File: config.mk
export PLATFORM = sky130hd
export DESIGN_NAME = mem_access_arbiter
export DESIGN_NICKNAME = d
export VERILOG_FILES = /design/src/rtl/mem_arb_pkg.sv /design/src/rtl/mem_arb_priority.sv /design/src/rtl/mem_access_arbiter.sv
export SDC_FILE = /design/constraint.sdc
export NUM_CORES = 1
export LEC_CHECK = 0
export BUFFER_PORTS_ARGS = -buffer_cell sky130_fd_sc_hd__buf_2
export CORE_ASPECT_RATIO = 1.5
export CORE_MARGIN = 2
export CORE_UTILIZATION = 48
export CTS_CLUSTER_DIAMETER = 50
export DETAILED_ROUTE_END_ITERATION = 6
export GPL_TIMING_DRIVEN = 0
export PLACE_DENSITY = 0.9
export SYNTH_ARGS = -nofsm -noshare
export SYNTH_HDL_FRONTEND = slang
export SYNTH_SLANG_ARGS = --single-unit
export TNS_END_PERCENT = 1
File: constraint.sdc
create_clock -name clock -period 2.1 [get_ports clock]
set_clock_uncertainty 0.05 [all_clocks]
set_input_delay 0.42 -clock clock [delete_from_list [all_inputs] [get_ports clock]]
set_output_delay 0.42 -clock clock [all_outputs]
set_load 0.03 [all_outputs]
File: src/rtl/mem_arb_pkg.sv
// Shared definitions for the RAM access arbiter: FSM states, error codes,
// requester identifiers and the address legality check applied at grant time.
package mem_arb_pkg;

    typedef enum logic [1:0] {
        IDLE   = 2'd0,
        SETUP  = 2'd1,
        STROBE = 2'd2,
        RESP   = 2'd3
    } state_e;

    typedef enum logic [1:0] {
        ERR_NONE     = 2'b00,
        ERR_MISALIGN = 2'b01,
        ERR_RANGE    = 2'b10,
        ERR_TIMEOUT  = 2'b11
    } err_code_e;

    localparam logic REQ_IF = 1'b0;
    localparam logic REQ_DM = 1'b1;

    localparam int MEM_BYTES      = 512;
    localparam int WORD_BYTES     = 4;
    localparam int LAST_WORD_ADDR = MEM_BYTES - WORD_BYTES;

    // Misalignment takes precedence, so 0x1FD..0x1FF report misaligned.
    function automatic err_code_e check_addr(input logic [31:0] addr);
        err_code_e code;
        if (addr[1:0] != 2'b00) begin
            code = ERR_MISALIGN;
        end else if (addr > 32'(LAST_WORD_ADDR)) begin
            code = ERR_RANGE;
        end else begin
            code = ERR_NONE;
        end
        return code;
    endfunction

endpackage

File: src/rtl/mem_arb_priority.sv
// Winner selection between fetch and data requesters, with a starvation
// counter that forces a fetch grant after STARVE_LIMIT data grants.
module mem_arb_priority
    import mem_arb_pkg::*;
#(
    parameter int STARVE_LIMIT = 3
) (
    input  logic clock,
    input  logic reset,
    input  logic if_req,
    input  logic dm_req,
    input  logic grant_en,
    output logic win_valid,
    output logic win_id
);

    localparam int CNT_W = (STARVE_LIMIT < 1) ? 1 : $clog2(STARVE_LIMIT + 1);

    logic [CNT_W-1:0] starve_q, starve_d;
    logic             fetch_forced;

    always_comb begin
        fetch_forced = if_req && (starve_q == CNT_W'(STARVE_LIMIT));
        win_valid    = if_req || dm_req;
        win_id       = (dm_req && !fetch_forced) ? REQ_DM : REQ_IF;
        starve_d     = starve_q;
        // Only data grants made while a fetch waits count toward starvation.
        if (grant_en && win_valid) begin
            if (win_id == REQ_IF) begin
                starve_d = '0;
            end else if (if_req) begin
                starve_d = starve_q + CNT_W'(1);
            end
        end
    end

    always_ff @(posedge clock or negedge reset) begin
        if (!reset) begin
            starve_q <= '0;
        end else begin
            starve_q <= starve_d;
        end
    end

endmodule

File: src/rtl/mem_access_arbiter.sv
// Sequences MOV/MOC handshakes to the 512-byte RAM and shares it between the
// instruction-fetch and load/store ports; all outputs are registered.
module mem_access_arbiter
    import mem_arb_pkg::*;
#(
    parameter int ADDR_W       = 9,
    parameter int DATA_W       = 32,
    parameter int TIMEOUT      = 15,
    parameter int STARVE_LIMIT = 3
) (
    input  logic              clock,
    input  logic              reset,
    input  logic              if_req,
    input  logic [ADDR_W-1:0] if_addr,
    output logic              if_gnt,
    output logic              if_done,
    output logic [DATA_W-1:0] if_rdata,
    input  logic              dm_req,
    input  logic              dm_we,
    input  logic [ADDR_W-1:0] dm_addr,
    input  logic [DATA_W-1:0] dm_wdata,
    output logic              dm_gnt,
    output logic              dm_done,
    output logic [DATA_W-1:0] dm_rdata,
    output logic [ADDR_W-1:0] mem_addr,
    output logic [DATA_W-1:0] mem_wdata,
    output logic              mov,
    output logic              mem_read,
    output logic              mem_write,
    input  logic              moc,
    input  logic [DATA_W-1:0] mem_rdata,
    output logic              err,
    output logic [1:0]        err_code
);

    localparam int TCNT_W = $clog2(TIMEOUT + 1);

    state_e            state_q, state_d;
    err_code_e         err_code_q, err_code_d, addr_chk;
    logic              id_q, id_d, we_q, we_d;
    logic [ADDR_W-1:0] mem_addr_q, mem_addr_d, sel_addr;
    logic [DATA_W-1:0] mem_wdata_q, mem_wdata_d, sel_wdata;
    logic [DATA_W-1:0] if_rdata_q, if_rdata_d, dm_rdata_q, dm_rdata_d;
    logic              mov_q, mov_d, mem_read_q, mem_read_d, mem_write_q, mem_write_d;
    logic              if_gnt_q, if_gnt_d, dm_gnt_q, dm_gnt_d;
    logic              if_done_q, if_done_d, dm_done_q, dm_done_d, err_q, err_d;
    logic [TCNT_W-1:0] tcnt_q, tcnt_d;
    logic              grant_en, win_valid, win_id, sel_we;

    assign grant_en = (state_q == IDLE);

    mem_arb_priority #(
        .STARVE_LIMIT(STARVE_LIMIT)
    ) u_priority (
        .clock    (clock),
        .reset    (reset),
        .if_req   (if_req),
        .dm_req   (dm_req),
        .grant_en (grant_en),
        .win_valid(win_valid),
        .win_id   (win_id)
    );

    always_comb begin
        // NOTE: every _d takes its hold value (or pulse default) first, so no path infers a latch.
        state_d     = state_q;
        id_d        = id_q;
        we_d        = we_q;
        mem_addr_d  = mem_addr_q;
        mem_wdata_d = mem_wdata_q;
        mov_d       = mov_q;
        mem_read_d  = mem_read_q;
        mem_write_d = mem_write_q;
        err_code_d  = err_code_q;
        if_rdata_d  = if_rdata_q;
        dm_rdata_d  = dm_rdata_q;
        tcnt_d      = tcnt_q;
        if_gnt_d    = 1'b0;
        dm_gnt_d    = 1'b0;
        if_done_d   = 1'b0;
        dm_done_d   = 1'b0;
        err_d       = 1'b0;

        sel_addr  = (win_id == REQ_DM) ? dm_addr : if_addr;
        sel_we    = (win_id == REQ_DM) && dm_we;
        sel_wdata = (win_id == REQ_DM) ? dm_wdata : '0;
        addr_chk  = check_addr(32'(sel_addr));

        unique case (state_q)
            IDLE: begin
                if (win_valid) begin
                    id_d        = win_id;
                    we_d        = sel_we;
                    mem_addr_d  = sel_addr;
                    mem_wdata_d = sel_wdata;
                    err_code_d  = addr_chk;
                    if_gnt_d    = (win_id == REQ_IF);
                    dm_gnt_d    = (win_id == REQ_DM);
                    // Illegal addresses never touch the RAM.
                    if (addr_chk != ERR_NONE) begin
                        mem_read_d  = 1'b0;
                        mem_write_d = 1'b0;
                        state_d     = RESP;
                    end else begin
                        mem_read_d  = ~sel_we;
                        mem_write_d = sel_we;
                        state_d     = SETUP;
                    end
                end
            end
            SETUP: begin
                mov_d   = 1'b1;
                tcnt_d  = '0;
                state_d = STROBE;
            end
            STROBE: begin
                if (moc) begin
                    if (!we_q && id_q == REQ_IF) if_rdata_d = mem_rdata;
                    if (!we_q && id_q == REQ_DM) dm_rdata_d = mem_rdata;
                    mov_d       = 1'b0;
                    mem_read_d  = 1'b0;
                    mem_write_d = 1'b0;
                    state_d     = RESP;
                end else if (tcnt_q == TCNT_W'(TIMEOUT - 1)) begin
                    mov_d       = 1'b0;
                    mem_read_d  = 1'b0;
                    mem_write_d = 1'b0;
                    err_code_d  = ERR_TIMEOUT;
                    state_d     = RESP;
                end else begin
                    tcnt_d = tcnt_q + TCNT_W'(1);
                end
            end
            RESP: begin
                if_done_d = (id_q == REQ_IF);
                dm_done_d = (id_q == REQ_DM);
                err_d     = (err_code_q != ERR_NONE);
                state_d   = IDLE;
            end
        endcase
    end

    always_ff @(posedge clock or negedge reset) begin
        if (!reset) begin
            state_q     <= IDLE;
            id_q        <= REQ_IF;
            we_q        <= 1'b0;
            mem_addr_q  <= '0;
            mem_wdata_q <= '0;
            mov_q       <= 1'b0;
            mem_read_q  <= 1'b0;
            mem_write_q <= 1'b0;
            err_code_q  <= ERR_NONE;
            if_rdata_q  <= '0;
            dm_rdata_q  <= '0;
            tcnt_q      <= '0;
            if_gnt_q    <= 1'b0;
            dm_gnt_q    <= 1'b0;
            if_done_q   <= 1'b0;
            dm_done_q   <= 1'b0;
            err_q       <= 1'b0;
        end else begin
            // NOTE: non-blocking assignments so every register samples the pre-edge values.
            state_q     <= state_d;
            id_q        <= id_d;
            we_q        <= we_d;
            mem_addr_q  <= mem_addr_d;
            mem_wdata_q <= mem_wdata_d;
            mov_q       <= mov_d;
            mem_read_q  <= mem_read_d;
            mem_write_q <= mem_write_d;
            err_code_q  <= err_code_d;
            if_rdata_q  <= if_rdata_d;
            dm_rdata_q  <= dm_rdata_d;
            tcnt_q      <= tcnt_d;
            if_gnt_q    <= if_gnt_d;
            dm_gnt_q    <= dm_gnt_d;
            if_done_q   <= if_done_d;
            dm_done_q   <= dm_done_d;
            err_q       <= err_d;
        end
    end

    assign if_gnt    = if_gnt_q;
    assign dm_gnt    = dm_gnt_q;
    assign if_done   = if_done_q;
    assign dm_done   = dm_done_q;
    assign if_rdata  = if_rdata_q;
    assign dm_rdata  = dm_rdata_q;
    assign mem_addr  = mem_addr_q;
    assign mem_wdata = mem_wdata_q;
    assign mov       = mov_q;
    assign mem_read  = mem_read_q;
    assign mem_write = mem_write_q;
    assign err       = err_q;
    assign err_code  = err_code_q;

endmodule

# After elaboration in Yosys (flattened, before gate mapping)
# Index checks and enable logic that the tools add are counted.
# W data, S select, Z words.
totals:
  output_inout_bits: 115
  register_bits: 125
  input_bits: 88
op_classes:
  n_reduce_logical: 24
  n_lt_le_gt_ge: 1
  bitwise_logic: 3
  n_mux: 34
  n_eq_ne: 11
  addsub: 2
op_table:
  columns: ["cell", "count"]
  rows:
  - ["$mux W32", 1]
  - ["$mux W2", 10]
  - ["$mux W1", 14]
  - ["$reduce_and A3 Y1", 4]
  - ["$ne A2 B2 Y1 const B", 5]
  - ["$reduce_bool A2 Y1", 5]
  - ["$gt A9 B9 Y1 const B", 1]
  - ["$mux W9", 1]
  - ["$mux W4", 2]
  - ["$pmux W2 S4", 1]
  - ["$pmux W4 S2", 1]
  - ["$reduce_and A2 Y1", 4]
  - ["$eq A2 B2 Y1 const B", 3]
  - ["$logic_and A1 B1 Y1", 6]
  - ["$pmux W1 S2", 3]
  - ["$add A4 B1 Y4 const B", 1]
  - ["$eq A4 B4 Y1 const B", 1]
  - ["$pmux W2 S2", 1]
  - ["$reduce_and A4 Y1", 1]
  - ["$ne A3 B3 Y1 const B", 1]
  - ["$not A1 Y1", 3]
  - ["$add A2 B1 Y2 const B", 1]
  - ["$eq A2 B1 Y1 const B", 1]
  - ["$logic_not A1 Y1", 2]
  - ["other kinds (2)", 2]

# Depth between registers and ports, before layout
# Gate-level depths: netlist of run 1.
logic_depth:
  word_depth: 13
  mapped_depth: 7
  mapped_depth_nobuf: 6

# Modules after synthesis
# Synthesis of run 1 repeated with hierarchy kept, for this count alone.
unflattened:
  cells_unflattened: 405
  area_unflattened_um2: 5079.9
by_module_without_submodules:
  columns: ["mod", "n_inst", "area_each_um2", "cells_per_inst"]
  rows:
  - ["mem_access_arbiter", 1, 4968.5, 396]
  - ["mem_arb_priority", 1, 111.4, 9]

# Worst setup path after synthesis of run 1
# Ideal clock, no wire load.
synth_timing:
  kind: "flip-flop to flip-flop"
  from: "register state_q[0]"
  to: "register if_rdata_q[10] (netlist: if_rdata[10])"
  setup_time_ns: 0.125
  slack_ns: 0.311
  n_path_buf: 1
  t_arrival_ns: 1.615
  synth_period_minus_slack_ns: 1.789
  t_required_ns: 1.925
  stages_incl_launch_ff: 7
  path_cell_list: "dfrtp_1 inv_1 ha_1 nand2_1 nor3_2 buf_4 mux2_2"
synth_between:
  elab_chain_len: 2
synth_lines:
  columns: ["item", "line", "source"]
  rows:
  - ["from (decl)", "mem_access_arbiter.sv:38", "state_e state_q, state_d;"]
  - ["from (signal assigned)", "mem_access_arbiter.sv:164", "state_q <= state_d;"]
  - ["$eq A2 B2 Y1", "mem_access_arbiter.sv:89", "unique case (state_q)"]
  - ["$reduce_and A3 Y1 (no source line)", null, null]
  - ["to (signal assigned)", "mem_access_arbiter.sv:173", "if_rdata_q <= if_rdata_d;"]
  - ["to (decl)", "mem_access_arbiter.sv:43", "logic [DATA_W-1:0] if_rdata_q, if_rdata_d, dm_rdata_q, dm_rdata_d;"]
# No other way between the ends.
# A chain may end at the register's enable or synchronous reset.

# Worst setup path after layout of run 1
layout_timing:
  from: "register state_q[0]"
  to: "register if_rdata_q[16] (netlist: if_rdata[16])"
# Same word-level chain as after synthesis.

==> results of run 1 <==
-- power breakdown --
| part | switching [mW] | total (mW) | leakage (nW) | internal (mW) |
|---|---|---|---|---|
| sequential | 0.625 | 4.14 | 1.54 | 3.52 |
| clock | 1.06 | 3.20 | 0.313 | 2.14 |
| combinational | 3.51 | 5.41 | 1.62 | 1.89 |
-- cells in the final DEF, fill, tap and decap left out, types with 3 or more instances in the layout --
cell and n:
mux2_1 4, clkbuf_4 3, a22o_1 35, dfrtp_1 125, clkbuf_16 17, inv_1 6, nand2_1 17, o22ai_1 6
buf_4 6, nor2_1 20, ha_1 6, a21oi_1 11, mux2_2 60, clkinv_4 4, nand3_1 8, buf_2 206
o21ai_0 7, bufinv_16 5, nor2b_1 5
-- worst reg2reg max path, delay by kind of cell, from the launching register on --
| family | cells | cell delay [ns] |
|---|---|---|
| fa+ha+maj | 1 | 0.27 |
| buf+inv | 2 | 0.36 |
| flops | 1 | 0.41 |
| mux | 1 | 0.37 |
| simple gates | 2 | 0.39 |
-- registers in the layout, indices dropped and copies added, names as in the netlist --
name / count
dm_rdata: 32
mov: 1
we_q: 1
mem_wdata: 32
u_priority.starve_q: 2
mem_addr: 9
mem_write: 1
dm_done: 1
if_rdata: 32
tcnt_q: 4
id_q: 1
err_code: 2
err: 1
if_gnt: 1
mem_read: 1
if_done: 1
state_q: 2
dm_gnt: 1
-- logic make-up after synthesis --
kind of cell,count (synthesis),synth area share [%]
flip-flops,125,64.4
AO/OA/AOI/OAI,68,10.3
multiplexers,66,15.2
AND/OR/NAND/NOR,56,5.30
buffers and inverters,23,2.60
adder cells (fa/ha/maj),7,1.80
XOR/XNOR,2,0.360
-- metal layers --
| layer | vias up | global-route usage (%) | share of wire (%) |
|---|---|---|---|
| li1 | 1691 | - | - |
| met1 | 1856 | 24.1 | 37 |
| met2 | 160 | 40.4 | 55 |
| met3 | 21 | 6.59 | 6.3 |
| met4 | 0 | 9.71 | 2.0 |
| met5 | - | 0 | 0 |
-- layout make-up --
cell class              instances  area share (%)
plain buffers                  17            1.65
clock buffers                  18            6.52
clock inverters                13            3.18
inverters                       6           0.335
multi-input cells             199            24.0
flip-flops and latches        125            46.5
well taps                     117            2.17
repair buffers                204            15.7
-- path summary, 6_finish.rpt --
check | startpoint | end | slack (ns) | cells after the start
worst min register to register | u_priority.starve_q[1] | u_priority.starve_q[1] | 0.43 | 2
worst max-delay path | state_q[0] | if_rdata[16] | 0.13 | 6
max in group asynchronous | reset | mem_wdata[0] | 0.82 | 3
worst max register to register | state_q[0] | if_rdata[16] | 0.13 | 6
min in group asynchronous | reset | dm_rdata[21] | 0.41 | 2
worst min-delay path | dm_wdata[30] | mem_wdata[30] | 0.19 | 2
-- stage by stage --
| step | utilization, % | instance area, µm² | cells | power [mW] |
|---|---|---|---|---|
| 3_5_place_dp | 60.7 | 6050 | 667 | 9.57 |
| 5_1_grt | 67.5 | 6730 | 699 | 13.4 |
| 2_1_floorplan | - | 4860 | 347 | 7.83 |
| 6_report | 67.5 | 6730 | 699 | 12.7 |
| 4_1_cts | 67.4 | 6720 | 699 | 12.8 |
| 3_3_place_gp | 60.4 | 6020 | 666 | 9.33 |
-- repair_timing --
action	4_1_cts	5_1_grt
endpoints found under the hold margin	24	0
endpoints found under the setup margin	30	61
hold buffers	1	0
gates resized for setup	1	5
==> run_results.csv, run 1 <==
group,metric,value,unit
cells_and_area,nets,665,
logic_synthesis,synth_seq_area_share,64.4,%
clocking,cts_root_buf,"clkbuf_16",
sta,finalSetupViolations,0,
global_routing,grt_pass1_vias,3917,
detailed_routing,vias_per_cell,5.33,
place,gp_congestion,0.792,
sta,hold_ws,0.189,ns
logic_synthesis,synth_most_common_cell,"dfrtp_1",
global_routing,antenna_found_initial,0,
place,port_buffers,202,
setup_path,worst_ep_required_time,2.33,ns
place,place_ws,-0.0395,ns
detailed_routing,wire_per_inst,17.1,µm
cells_and_area,fill_cells,729,
floorplan,die-height,127,µm
sta,tns,0,ns
global_routing,grt_usage,22.5,%
setup_path,path_cells,"inv_1 > ha_2 > nand2_1 > nor3_4 > buf_4 > mux2_2",
global_routing,grt-ovfl-total,0,
place,hpwl,8680,µm
sta,slew_headroom,66.0,%
floorplan,start_util,48.8,%
setup_path,critPathArrivalTime,2.20,ns
global_routing,grt_pass1_wl,19000,µm
clocking,cts.sinks,125,
setup_path,critPathSlowestCell,"dfrtp_1",
logic_synthesis,synthTopCellsByArea,"dfrtp_1 (64%), mux2_2 (14%), a22o_1 (6.3%)",
setup_path,crit_path_end_kind,"flip-flop",
detailed_routing,drc,0,
logic_synthesis,synthFlopType,"dfrtp_1",
floorplan,pin_count,203,
sta,worstMarginPinSlew,0.510,ns
clocking,post_cts_buffers,0,
sta,hold_viol_final,0,
power,peakVddDrop,1.31,mV
clocking,ctsHtreeMaxLevel,4,
floorplan,num_rows,45,
logic_synthesis,netlist_area,4860,µm²
logic_synthesis,synthesis.instances,347,
cells_and_area,areaGrowthSynthToFinish,38.5,%
cells_and_area,diodes,0,
global_routing,grt_max_degree,102,
clocking,path_clk_slew,0.06,ns
run,cap_violations,0,
clocking,cts_tree,"built",
setup_path,path_class,"reg -> reg",
setup_path,path_max_fanout,10,
detailed_routing,drt_iter0_markers,124,
logic_synthesis,avgSynthCellArea,14.0,µm²
clocking,clk_latency,0.40,ns
run_status,outcome,"completed",
detailed_routing,route.vias.total,3728,
logic_synthesis,netlist_top_cells_count,"dfrtp_1 (125), mux2_2 (60), a22o_1 (35)",
detailed_routing,antenna_left,0,
floorplan,die-area,11000,µm²
sta,fin_crit_sh,93.8,%
sta,finalMaxSlewViolations,0,
setup_path,cp_top_family,"flip-flops",
detailed_routing,first_pass_iters,4,
cells_and_area,multiInputGateArea,1620,µm²
sta,period_needed,1.97,ns
setup_path,critPathMaxStageDelay,0.41,ns
floorplan,core_area,9970,µm²
detailed_routing,routed_wl,12000,µm
setup_path,critPathBufInv,2,
clocking,numCtsBuffers,17,
floorplan,die_x,86.2,µm
logic_synthesis,yosysTopAreaCell,"dfrtp_1",
sta,setup_ws,0.130,ns
cells_and_area,seq_area,3130,µm²
logic_synthesis,async_flop_share,100,%
min_path,min_path_type,"in -> reg",
logic_synthesis,synth_top_area_share,64.4,%
cells_and_area,drive_gt1_share,53.8,%
power,leakagePower,3.48,nW
power,powerDensity,1890,nW/µm²
logic_synthesis,synthesis.nets,442,
logic_synthesis,yosysWarnings,0,
logic_synthesis,synth_cell_types,30,
logic_synthesis,yosys_register_bits,125,
clocking,cts.path.max_buffers,2,
sta,fmax,508,MHz
setup_path,start_kind,"flip-flop",
logic_synthesis,synth_edf_count,0,
No activity file was read; power rests on OpenSTA's default activity.
==> run 2: changes to the inputs <==
PLACE_DENSITY = 0.8   (was 0.9)
==> run_results.csv, run 2 (synthesis results as in run 1) <==
group,metric,value,unit
floorplan,core_area,9970,µm²
sta,finalSetupViolations,0,
cells_and_area,layout_common_cells,"buf_2 (206), dfrtp_1 (125), mux2_2 (60)",
sta,fmax,513,MHz
floorplan,die-area,11000,µm²
clocking,ctsHtreeMaxLevel,4,
detailed_routing,top_layer,"met4",
setup_path,r2r_cells,7,
sta,tns,0,ns
global_routing,grt_max_degree,104,
setup_path,rrSetupSlack,0.15,ns
detailed_routing,antenna_left,0,
detailed_routing,route.vias.total,3691,
setup_path,critPathBufInv,2,
global_routing,grt_usage,21.9,%
sta,hold_viol_final,0,
cells_and_area,areaGrowthSynthToFinish,37.8,%
power,powerDensity,1870,nW/µm²
detailed_routing,drt_iter0_markers,108,
clocking,cts_tree,"built",
detailed_routing,wire_per_inst,16.7,µm
detailed_routing,drc,0,
setup_path,critPathArrivalTime,2.18,ns
clocking,cts.sinks,125,
min_path,min_from,"dm_wdata[10]",
cells_and_area,layout_commonest_cell,"buf_2",
sta,worstMarginPinSlew,0.504,ns
detailed_routing,dr_wl_met2,6180,µm
clocking,numCtsBuffers,17,
setup_path,worst_ep_required_time,2.33,ns
place,hpwl,8550,µm
setup_path,critPathSlowestCell,"dfrtp_1",
floorplan,num_rows,45,
min_path,hold_end,"mem_wdata[10]",
sta,finalMaxSlewViolations,0,
setup_path,cp_top_family,"buffers and inverters",
place,port_buffers,202,
min_path,min_path_cells,2,
cells_and_area,diodes,0,
setup_path,path_class,"reg -> reg",
setup_path,path_max_fanout,10,
floorplan,die-height,127,µm
clocking,cts.path.max_buffers,2,
run_status,outcome,"completed",
setup_path,reg2reg_to,"dm_rdata[15]",
global_routing,antenna_found_initial,0,
clocking,path_clk_slew,0.06,ns
floorplan,start_util,48.8,%
clocking,cts_root_buf,"clkbuf_16",
global_routing,grt-ovfl-total,0,
detailed_routing,vias_per_cell,5.27,
setup_path,path_cells,"inv_1 > ha_4 > nand2_1 > nor2_1 > nand2_1 > buf_2 > mux2_2",
clocking,post_cts_buffers,0,
power,peakVddDrop,0.834,mV
run,cap_violations,0,
min_path,min_path_type,"in -> reg",
detailed_routing,first_pass_iters,4,
cells_and_area,drive_gt1_share,53.7,%
setup_path,cpMostUsedCell,"nand2_1",
floorplan,die_x,86.2,µm
sta,slew_headroom,66.2,%
setup_path,critPathMaxStageDelay,0.40,ns
detailed_routing,wirelength_met1,4600,µm
detailed_routing,wl_met3,744,µm
cells_and_area,final_core_util,67.2,%
setup_path,crit_path_end_kind,"flip-flop",
clocking,clk_latency,0.40,ns
cells_and_area,nets,665,
detailed_routing,routed_wl,11700,µm
sta,fin_crit_sh,92.8,%
global_routing,grt_pass1_wl,18400,µm
sta,period_needed,1.95,ns
setup_path,start_kind,"flip-flop",
global_routing,grt_pass1_vias,3736,
place,gp_congestion,0.806,
floorplan,pin_count,203,
power,leakagePower,3.46,nW
setup_path,r2r-start,"state_q[0]",
## run 2: changes by cell type in the layout (fill, tap and decap cells not counted), sizes merged
cell	before	now
buf	215	216
bufinv	5	3
clkinv	5	6
clkinvlp	2	3
## run 2: final cells by class
type,count,area (µm²)
clock inverter,13,166
tap,117,146
multi-input combinational,199,1630
buffer,17,111
fill,738,3270
clock buffer,19,443
timing repair buffer,204,1050
inverter,6,22.5
sequential,125,3130
## run 2: per-stage QoR
step | area [µm²] | worst slack [ns] | std cells | hold slack [ns] | power [mW]
after global routing | 6700 | -0.000634 | 700 | 0.170 | 13.2
after global placement | 6020 | -0.891 | 666 | 0.416 | 9.38
after floorplan | 4860 | 0.311 | 347 | 0.0744 | 7.83
after CTS | 6680 | 0.0937 | 700 | 0.168 | 12.6
final | 6700 | 0.152 | 700 | 0.183 | 12.5
after detailed placement | 6050 | -0.0696 | 667 | 0.236 | 9.55
## run 2: worst max path at each step
| stage | start | to | slack (ns) | cells after the start |
|---|---|---|---|---|
| 3_5_place_dp | state_q[0] | if_rdata[30] | -0.07 | 6 |
| 6_report | state_q[0] | dm_rdata[15] | 0.15 | 7 |
| 4_1_cts | state_q[0] | dm_rdata[6] | 0.09 | 7 |
| 2_1_floorplan | state_q[0] | if_rdata[10] | 0.31 | 6 |
| 5_1_grt | state_q[0] | dm_rdata[15] | -0.0006 | 7 |
| 3_3_place_gp | reset | err | -0.89 | 1 |
## run 2: timing repair
item / CTS / global route
gates resized for setup: 3 / 4
cloned: 0 / 0
endpoints found under the setup margin: 30 / 50
hold endpoints to repair: 22 / 0
hold buffers: 1 / 0
## run 2: layer usage
metal | track usage, % | vias to the layer above
li1 | - | 1695
met1 | 25.2 | 1812
met2 | 38.3 | 167
met3 | 6.46 | 17
met4 | 7.94 | 0
met5 | 0 | -
## run 2: where the power goes
group	total, mW	switching [mW]	internal, mW
combinational	5.42	3.52	1.90
sequential	4.12	0.609	3.51
clock	2.96	1.06	1.90
